==> src/rtl/uart_pkg.sv <==
// uart_pkg: shared types and defaults for the UART receive path.
//   uart_rx_state_e   receiver state encoding
//   UART_CLKS_PER_BIT default bit period in clocks (32.256 MHz / 115200)
//   UART_DATA_BITS    default payload width
//   calc_parity()     XOR-reduce helper, payload zero-extended to 9 bits
package uart_pkg;

  typedef enum logic [2:0] {
    IDLE   = 3'd0,
    START  = 3'd1,
    DATA   = 3'd2,
    PARITY = 3'd3,
    STOP   = 3'd4,
    BREAK  = 3'd5
  } uart_rx_state_e;

  localparam int UART_CLKS_PER_BIT = 280;
  localparam int UART_DATA_BITS    = 8;

  function automatic logic calc_parity(input logic [8:0] bits);
    return ^bits;
  endfunction

endpackage

==> src/rtl/uart_sync2.sv <==
// uart_sync2: two-flop synchroniser for a single asynchronous input.
//   RST_VAL  value both stages take during reset
//   clk_i    clock
//   rst_i    asynchronous active-high reset
//   d_i      asynchronous input
//   q_o      synchronised output (two clocks of latency)
module uart_sync2 #(
  parameter logic RST_VAL = 1'b1
) (
  input  logic clk_i,
  input  logic rst_i,
  input  logic d_i,
  output logic q_o
);

  logic meta_r;
  logic sync_r;

  // Two-stage capture of the asynchronous input.
  always_ff @(posedge clk_i or posedge rst_i) begin
    if (rst_i) begin
      meta_r <= RST_VAL;
      sync_r <= RST_VAL;
    end else begin
      meta_r <= d_i;
      sync_r <= meta_r;
    end
  end

  assign q_o = sync_r;

endmodule

==> src/rtl/uart_rx_param.sv <==
// uart_rx_param: parametrised UART receiver with a one-word ready/valid
// holding register, framing check, overrun detection and optional parity.
//
// Build option: define UART_RX_PARITY_EN to add a parity bit after the data
// bits, checked against PARITY_ODD. Without it parity_err_o is always 0.
//
// Ports:
//   clk_i        clock
//   rst_i        asynchronous active-high reset
//   rx_i         asynchronous serial line, idles high
//   data_o       received word (holding register)
//   valid_o      holding register full
//   ready_i      consumer accepts the word when valid_o && ready_i
//   frame_err_o  1-cycle pulse: stop bit sampled low
//   parity_err_o 1-cycle pulse: parity mismatch (word still delivered)
//   overrun_o    1-cycle pulse: completed word dropped, holding reg busy
module uart_rx_param
  import uart_pkg::*;
#(
  parameter int DATA_BITS    = UART_DATA_BITS,
  parameter int CLKS_PER_BIT = UART_CLKS_PER_BIT,
  parameter bit PARITY_ODD   = 1'b0
) (
  input  logic                 clk_i,
  input  logic                 rst_i,
  input  logic                 rx_i,
  output logic [DATA_BITS-1:0] data_o,
  output logic                 valid_o,
  input  logic                 ready_i,
  output logic                 frame_err_o,
  output logic                 parity_err_o,
  output logic                 overrun_o
);

  localparam int CNT_W = $clog2(CLKS_PER_BIT);
  localparam int IDX_W = $clog2(DATA_BITS + 1);
  localparam logic [CNT_W-1:0] CNT_LAST = CNT_W'(CLKS_PER_BIT - 1);
  localparam logic [CNT_W-1:0] CNT_HALF = CNT_W'(CLKS_PER_BIT / 2 - 1);
  localparam logic [IDX_W-1:0] IDX_LAST = IDX_W'(DATA_BITS - 1);

  logic                 rx_s;
  uart_rx_state_e       state_r;
  logic [CNT_W-1:0]     cnt_r;
  logic [IDX_W-1:0]     idx_r;
  logic [DATA_BITS-1:0] shift_r;
  logic [DATA_BITS-1:0] data_r;
  logic                 valid_r;
  logic                 frame_err_r;
  logic                 overrun_r;

  uart_sync2 #(.RST_VAL(1'b1)) u_sync (
    .clk_i (clk_i),
    .rst_i (rst_i),
    .d_i   (rx_i),
    .q_o   (rx_s)
  );

`ifdef UART_RX_PARITY_EN
  logic par_bit_r;
  logic par_err_r;
  logic par_bad_s;

  // Total XOR over payload and parity bit must equal the configured sense.
  assign par_bad_s = (calc_parity(9'(shift_r)) ^ par_bit_r) != PARITY_ODD;
  assign parity_err_o = par_err_r;
`else
  // PARITY_ODD has no effect in this build.
  assign parity_err_o = PARITY_ODD & 1'b0;
`endif

  // Receive FSM, holding register and error pulses.
  always_ff @(posedge clk_i or posedge rst_i) begin
    if (rst_i) begin
      state_r     <= IDLE;
      cnt_r       <= {CNT_W{1'b0}};
      idx_r       <= {IDX_W{1'b0}};
      shift_r     <= {DATA_BITS{1'b0}};
      data_r      <= {DATA_BITS{1'b0}};
      valid_r     <= 1'b0;
      frame_err_r <= 1'b0;
      overrun_r   <= 1'b0;
`ifdef UART_RX_PARITY_EN
      par_bit_r   <= 1'b0;
      par_err_r   <= 1'b0;
`endif
    end else begin
      frame_err_r <= 1'b0;
      overrun_r   <= 1'b0;
`ifdef UART_RX_PARITY_EN
      par_err_r   <= 1'b0;
`endif
      // Consumer handshake; a load below on the same cycle takes priority.
      if (valid_r && ready_i) begin
        valid_r <= 1'b0;
      end

      case (state_r)
        IDLE: begin
          if (!rx_s) begin
            cnt_r   <= {CNT_W{1'b0}};
            state_r <= START;
          end
        end

        // Re-check the line mid start bit to reject short glitches.
        START: begin
          if (cnt_r == CNT_HALF) begin
            cnt_r   <= {CNT_W{1'b0}};
            idx_r   <= {IDX_W{1'b0}};
            state_r <= rx_s ? IDLE : DATA;
          end else begin
            cnt_r <= cnt_r + 1'b1;
          end
        end

        // LSB arrives first, so shifting in from the top leaves bit 0 at [0].
        DATA: begin
          if (cnt_r == CNT_LAST) begin
            cnt_r   <= {CNT_W{1'b0}};
            shift_r <= {rx_s, shift_r[DATA_BITS-1:1]};
            if (idx_r == IDX_LAST) begin
`ifdef UART_RX_PARITY_EN
              state_r <= PARITY;
`else
              state_r <= STOP;
`endif
            end else begin
              idx_r <= idx_r + 1'b1;
            end
          end else begin
            cnt_r <= cnt_r + 1'b1;
          end
        end

`ifdef UART_RX_PARITY_EN
        PARITY: begin
          if (cnt_r == CNT_LAST) begin
            cnt_r     <= {CNT_W{1'b0}};
            par_bit_r <= rx_s;
            state_r   <= STOP;
          end else begin
            cnt_r <= cnt_r + 1'b1;
          end
        end
`endif

        // Returning to IDLE mid stop bit lets back-to-back frames through.
        STOP: begin
          if (cnt_r == CNT_LAST) begin
            cnt_r <= {CNT_W{1'b0}};
            if (rx_s) begin
              if (!valid_r || ready_i) begin
                data_r  <= shift_r;
                valid_r <= 1'b1;
              end else begin
                overrun_r <= 1'b1;
              end
`ifdef UART_RX_PARITY_EN
              par_err_r <= par_bad_s;
`endif
              state_r <= IDLE;
            end else begin
              frame_err_r <= 1'b1;
              state_r     <= BREAK;
            end
          end else begin
            cnt_r <= cnt_r + 1'b1;
          end
        end

        // A held-low line must release before another start bit counts.
        BREAK: begin
          if (rx_s) begin
            state_r <= IDLE;
          end
        end

        default: begin
          state_r <= IDLE;
        end
      endcase
    end
  end

  assign data_o      = data_r;
  assign valid_o     = valid_r;
  assign frame_err_o = frame_err_r;
  assign overrun_o   = overrun_r;

endmodule

==> config.mk <==
export PLATFORM = sky130hd
export DESIGN_NAME = uart_rx_param
export DESIGN_NICKNAME = d
export VERILOG_FILES = /design/src/rtl/uart_pkg.sv /design/src/rtl/uart_sync2.sv /design/src/rtl/uart_rx_param.sv
export SDC_FILE = /design/constraint.sdc
export NUM_CORES = 1
export LEC_CHECK = 0
export CAP_MARGIN = 20
export CORE_ASPECT_RATIO = 0.75
export CORE_MARGIN = 3
export CORE_UTILIZATION = 31
export DETAILED_ROUTE_END_ITERATION = 10
export PLACE_DENSITY_LB_ADDON = 0.05
export SLEW_MARGIN = 10
export SYNTH_ARGS = -nofsm -noshare
export SYNTH_HDL_FRONTEND = slang
export SYNTH_SLANG_ARGS = --single-unit
==> constraint.sdc <==
create_clock -name clk_i -period 1.76 [get_ports clk_i]
set_clock_uncertainty 0.05 [all_clocks]
set_input_delay 0.176 -clock clk_i [delete_from_list [all_inputs] [get_ports clk_i]]
set_output_delay 0.176 -clock clk_i [all_outputs]
set_load 0.01 [all_outputs]
# [Yosys cells after proc, flatten, opt, wreduce, memory -nomap -nowiden]
# Cells that the tools add are included.
# Widths: inputs -> output; s select.
[word_totals] wordCells=67 ramBits=0 n_memories=0 latchBits=0 register_bits=37 in_bits=4 romBits=0
[op_classes] n_eq_ne=14 addsub=2 shifts=0 n_reduce_logical=12 magnitude_cmp=0 mux=29 bitwise=0 n_mul=0 div=0
[op_table] operator="$mux 9" count=3
[op_table] operator="$pmux 9 s3" count=1
[op_table] operator="$mux 3" count=7
[op_table] operator="$pmux 3 s5" count=1
[op_table] operator="$mux 1" count=12
[op_table] operator="$mux 4" count=3
[op_table] operator="$ne 2x2->1 const B" count=6
[op_table] operator="$add 9x1->9 const B" count=1
[op_table] operator="$eq 9x8->1 const B" count=1
[op_table] operator="$eq 9x9->1 const B" count=1
[op_table] operator="$pmux 4 s2" count=1
[op_table] operator="$reduce_and 4->1" count=2
[op_table] operator="$eq 3x3->1 const B" count=2
[op_table] operator="$reduce_and 6->1" count=1
[op_table] operator="$add 4x1->4 const B" count=1
[op_table] operator="$eq 4x3->1 const B" count=1
[op_table] operator="$reduce_and 2->1" count=2
[op_table] operator="$eq 3x1->1 const B" count=1
[op_table] operator="$eq 3x2->1 const B" count=1
[op_table] operator="$logic_not 3->1" count=1
[op_table] operator="$reduce_bool 3->1" count=1
[op_table] operator="$mux 2" count=1
[op_table] operator="$ne 2x1->1 const B" count=1
[op_table] operator="$reduce_bool 2->1" count=1
[op_table] operator="4 further kinds" count=4

# [Logic depth before layout (Yosys ltp)]
[logic_depth] depth_word=6 ltp_mapped=6 depth_no_buf=5

# [By module]
# From an unflattened synthesis, not the netlist that was laid out.
[hier_totals] hier_cells=162 area_unflattened_um2=1836.8
[by_module_without_submodules] module="uart_rx_param" n_inst=1 cells_per_inst=159 area_each_um2=1780.5
[by_module_without_submodules] module="uart_sync2" n_inst=1 cells_per_inst=3 area_each_um2=56.3

# [Worst setup path before layout]
# Ideal clock, no wire load.
[synth_timing] kind="reg-to-reg" from="reg cnt_r[0]" to="reg shift_r[0]" arrival_ns=1.611 synth_period_minus_slack_ns=1.786 setup_slack_ns=-0.026 stages_incl_launch_ff=7 setup_ns=0.125 path_cell_list="dfrtp_1 ha_1 nor3b_4 and3_1 clkbuf_2 nand2_2 mux2_2"
[synth_between] elab_chain_len=2
[synth_rtl] element="start: declaration" line_no="uart_rx_param.sv:43" rtl="logic [CNT_W-1:0] cnt_r;"
[synth_rtl] element="start signal: assignment" line_no="uart_rx_param.sv:75" rtl="cnt_r <= {CNT_W{1'b0}};"
[synth_rtl] element="start signal: assignment" line_no="uart_rx_param.sv:100" rtl="cnt_r <= {CNT_W{1'b0}};"
[synth_rtl] element="start signal: assignment" line_no="uart_rx_param.sv:108" rtl="cnt_r <= {CNT_W{1'b0}};"
[synth_rtl] element="$eq 9x9->1" line_no="uart_rx_param.sv:118" rtl="if (cnt_r == CNT_LAST) begin"
[synth_rtl] element="$reduce_and 2->1 (no line)"
[synth_rtl] element="end signal: assignment" line_no="uart_rx_param.sv:77" rtl="shift_r <= {DATA_BITS{1'b0}};"
[synth_rtl] element="end signal: assignment" line_no="uart_rx_param.sv:120" rtl="shift_r <= {rx_s, shift_r[DATA_BITS-1:1]};"
[synth_rtl] element="end: declaration" line_no="uart_rx_param.sv:45" rtl="logic [DATA_BITS-1:0] shift_r;"
# No other way between the ends.
# A chain may end at the register's enable or synchronous reset.

# [Final worst setup path]
[layout_timing] from="reg cnt_r[1]" to="reg cnt_r[4]"
[layout_between] elab_chain_len=3 word_cells_on_any_way=6 classes_between="1 x add/sub; 2 x eq/ne; 3 x mux"
[layout_rtl] element="$add 9x1->9, or another cell as far along" line_no="uart_rx_param.sv:112, uart_rx_param.sv:131, uart_rx_param.sv:167"
[layout_rtl] element="$mux 9 (on tied branches)" line_no="uart_rx_param.sv:118, uart_rx_param.sv:149, uart_rx_param.sv:107"
[layout_rtl] element="$pmux 9 s3 (*)" line_no="uart_rx_param.sv:97" rtl="case (state_r)"
# Every way passes the cells marked *; elsewhere a longest branch is shown, timed or not.

==> flow_metrics.py <==
metrics = {
    "pwr": {
        "clkPwrFrac_pct": 40.5,
        "cellPowerDensity_mw_per_mm2": 616,
        "p_sw_uw": 346,
        "p_seq_share_pct": 57.2,
        "p_leak_uw": 0.00108,
        "ir_worst_vdd_uv": 331,
        "combPwrFrac_pct": 2.3,
        "p_sw_share_pct": 23.2,
        "internal-power_uw": 1150,
    },
    "sta": {
        "hold_ws_ps": 175,
        "max_freq_ghz": 0.574,
        "layout_min_cycle_time_ps": 1740,
        "setup_ws_ps": 18.7,
        "rsz0062_at_grt": "true",
        "timing.final.crit_share_pct": 98.9,
        "slew_violations": 0,
        "finalHoldViolCount": 0,
        "fin_tns_setup_ps": 0,
        "setup_viol": 0,
    },
    "place": {
        "globalplace.congestion": 0.773,
        "io_buffers": 14,
        "dpl.hpwl_mm": 2.70,
        "place_inst": 266,
        "pre_cts_slack_ps": -22.6,
    },
    "routing": {
        "route.vias.total": 1355,
        "ant_nets": 0,
        "firstDrtPassIters": 4,
        "wl_met1_mm": 2.00,
        "route.met3.wl_um": 145,
        "wl_mm": 3.87,
        "drc": 0,
        "viasPerCell": 4.89,
        "met2_length_mm": 1.67,
        "highest_layer": "met4",
        "wl_per_cell_um": 14.0,
        "drt-initial-drc-count": 63,
    },
    "worst_setup_path": {
        "critPathArrivalTime_ps": 1900,
        "critPathMostFrequentCell": "buf_6",
        "crit_chain": "ha_2 -> nor3b_4 -> buf_6 -> a311oi_4 -> buf_4 -> buf_6 -> o21ai_1 -> o211ai_1",
        "cp_slowest_stage_delay_ps": 400,
        "required_ps": 1920,
        "crit_path_start_kind": "register",
        "cp_top_family": "buffers and inverters",
        "end_kind": "register",
        "slowest_stage": "dfrtp_1",
        "path_buf_inv": 3,
        "crit_type": "register to register",
        "critPathMaxFanout": 5,
    },
    "logic_synthesis": {
        "ys_ff_latch": 37,
        "synthArstFlopShare_pct": 100,
        "synth_enable_flop_cells": 0,
        "yosysWarningCount": 0,
        "synthFlopType": "dfrtp_1",
        "yosysMostFrequentCell": "dfrtp_1",
        "ys_seq_area_share_pct": 52.1,
        "ys_types": 46,
        "syn-num-nets": 161,
        "synth_common_cells": "35 x dfrtp_1, 19 x nand2_1, 16 x mux2_2",
        "synth_area_leaders": "dfrtp_1 49%, mux2_2 10%, nand2_1 4.0%",
        "yosys.area.top_type": "dfrtp_1",
        "syn_avg_cell_area_um2": 11.5,
        "syn_area_mm2": 0.00178,
        "netlist.area_leader.share_pct": 49.1,
        "postSynthCellCount": 155,
    },
    "clock_network": {
        "numCtsBuffers": 5,
        "ctsHtreeMaxLevel": 2,
        "clock_latency_ps": 290,
        "cts_root_buffer": "clkbuf_8",
        "holdBufCountCts": 0,
        "max-clock-path-buffers": 2,
        "clkTransAtPathRegs_ps": 80,
        "tritoncts": "done",
        "clock-sinks": 37,
    },
    "job": {
        "maxCapViolations": 0,
    },
    "layout": {
        "final_nets": 207,
        "syn_to_final_growth_pct": 36.0,
        "fin_cells": 277,
        "fillerInstances": 490,
        "diodes": 0,
        "drive_gt1_share_pct": 40.6,
    },
    "floorplanning": {
        "die_area_mm2": 0.00671,
        "ios": 16,
        "fp.dieW_um": 93.6,
        "rows": 23,
        "core_mm2": 0.00544,
        "die_h_um": 71.7,
        "initial_core_util_pct": 32.8,
    },
    "hold_path": {
        "hp-class": "input pin to asynchronous set/reset pin",
    },
    "grt": {
        "antenna_found_initial": 0,
        "grt_usage_pct": 12.3,
        "grt_pass1_wl_mm": 6.36,
        "grt_pass1_vias": 1331,
        "grt_max_degree": 38,
        "overflow": 0,
    },
    "status": {
        "status": "finished clean",
    },
}
final cells by class:
| cell class | instances | area, µm² | area share [%] |
|---|---|---|---|
| clock inverters | 3 | 21.3 | 0.877 |
| repair buffers | 43 | 390 | 16.1 |
| flip-flops and latches | 37 | 931 | 38.4 |
| multi-input cells | 109 | 901 | 37.2 |
| well taps | 75 | 93.8 | 3.87 |
| clock buffers | 5 | 68.8 | 2.84 |
| inverters | 5 | 18.8 | 0.774 |
power groups by stage:
stage / Clock (µW) / Sequential, µW / Combinational (µW)
after detailed placement: 0 / 871 / 35.7
after CTS: 624 / 854 / 35.5
after floorplan: 0 / 871 / 16.6
after global placement: 0 / 871 / 35.6
final: 604 / 854 / 34.8
after global routing: 659 / 855 / 39.7
worst paths after layout:
| check | start | end | slack [ps] | cells past startpoint |
|---|---|---|---|---|
| setup reg to reg | cnt_r[1]$_DFFE_PP0P_ | cnt_r[4]$_DFFE_PP0P_ | 20 | 8 |
| setup / recovery | cnt_r[1]$_DFFE_PP0P_ | cnt_r[4]$_DFFE_PP0P_ | 20 | 8 |
| hold / removal | rst_i | cnt_r[8]$_DFFE_PP0P_ | 180 | 3 |
| hold reg to reg | u_sync.meta_r$_DFF_PP1_ | u_sync.q_o$_DFF_PP1_ | 310 | 0 |
| max in group asynchronous | rst_i | u_sync.q_o$_DFF_PP1_ | 1240 | 3 |
| min in group clk_i | rx_i | u_sync.meta_r$_DFF_PP1_ | 230 | 1 |
worst min-delay path: stages:
cell             delay, ps
clkdlybuf4s50_1        390
inv_1                   90
buf_12                 230
flip-flops by register name, indices dropped and copies added, names as in the netlist:
signal / cells
cnt_r: 9
data_o: 8
frame_err_o: 1
idx_r: 4
overrun_o: 1
shift_r: 8
state_r: 3
u_sync.meta_r: 1
u_sync.q_o: 1
valid_o: 1
metal layers:
metal	GRT usage (%)	up-vias
met5	0	-
met4	5.13	0
met3	3.67	7
met2	16.6	31
met1	18.2	665
li1	-	652
metrics by stage:
stage | cell area (µm²) | utilization, % | total power, µW
2_1_floorplan | 1790 | - | 888
3_3_place_gp | 2220 | 40.8 | 907
3_5_place_dp | 2220 | 40.8 | 907
4_1_cts | 2330 | 42.8 | 1510
5_1_grt | 2420 | 44.6 | 1550
6_report | 2420 | 44.6 | 1490
cells by family after synthesis:
kind of cell / after synthesis / synth area share (%)
xor gates and xnor gates: 3 / 1.47
and+or+nand+nor: 60 / 20.1
AOI/OAI and AO/OA: 25 / 11.2
DFF: 37 / 52.1
buffers and inverters: 9 / 2.32
other: 1 / 0.210
adders and majority gates: 2 / 1.40
muxes: 18 / 11.2
cell usage in the layout, fill, tap and decap left out, types with 4 or more instances in the layout:
cell type	count
o211ai_1	4
mux2_2	16
o21ai_0	4
nand2_1	19
dfrtp_1	33
clkdlybuf4s50_1	14
nor2_1	6
inv_1	5
nand3_1	6
buf_4	25
clkbuf_8	5
nor3_1	4
repair_timing:
| action | CTS | global route |
|---|---|---|
| buffers inserted | 1 | 2 |
| pin swaps | 1 | 8 |
| setup endpoints to repair | 5 | 23 |
| gates cloned | 0 | 0 |
| resized for setup | 3 | 21 |
Note: power is estimated with default switching activity, not from simulation.
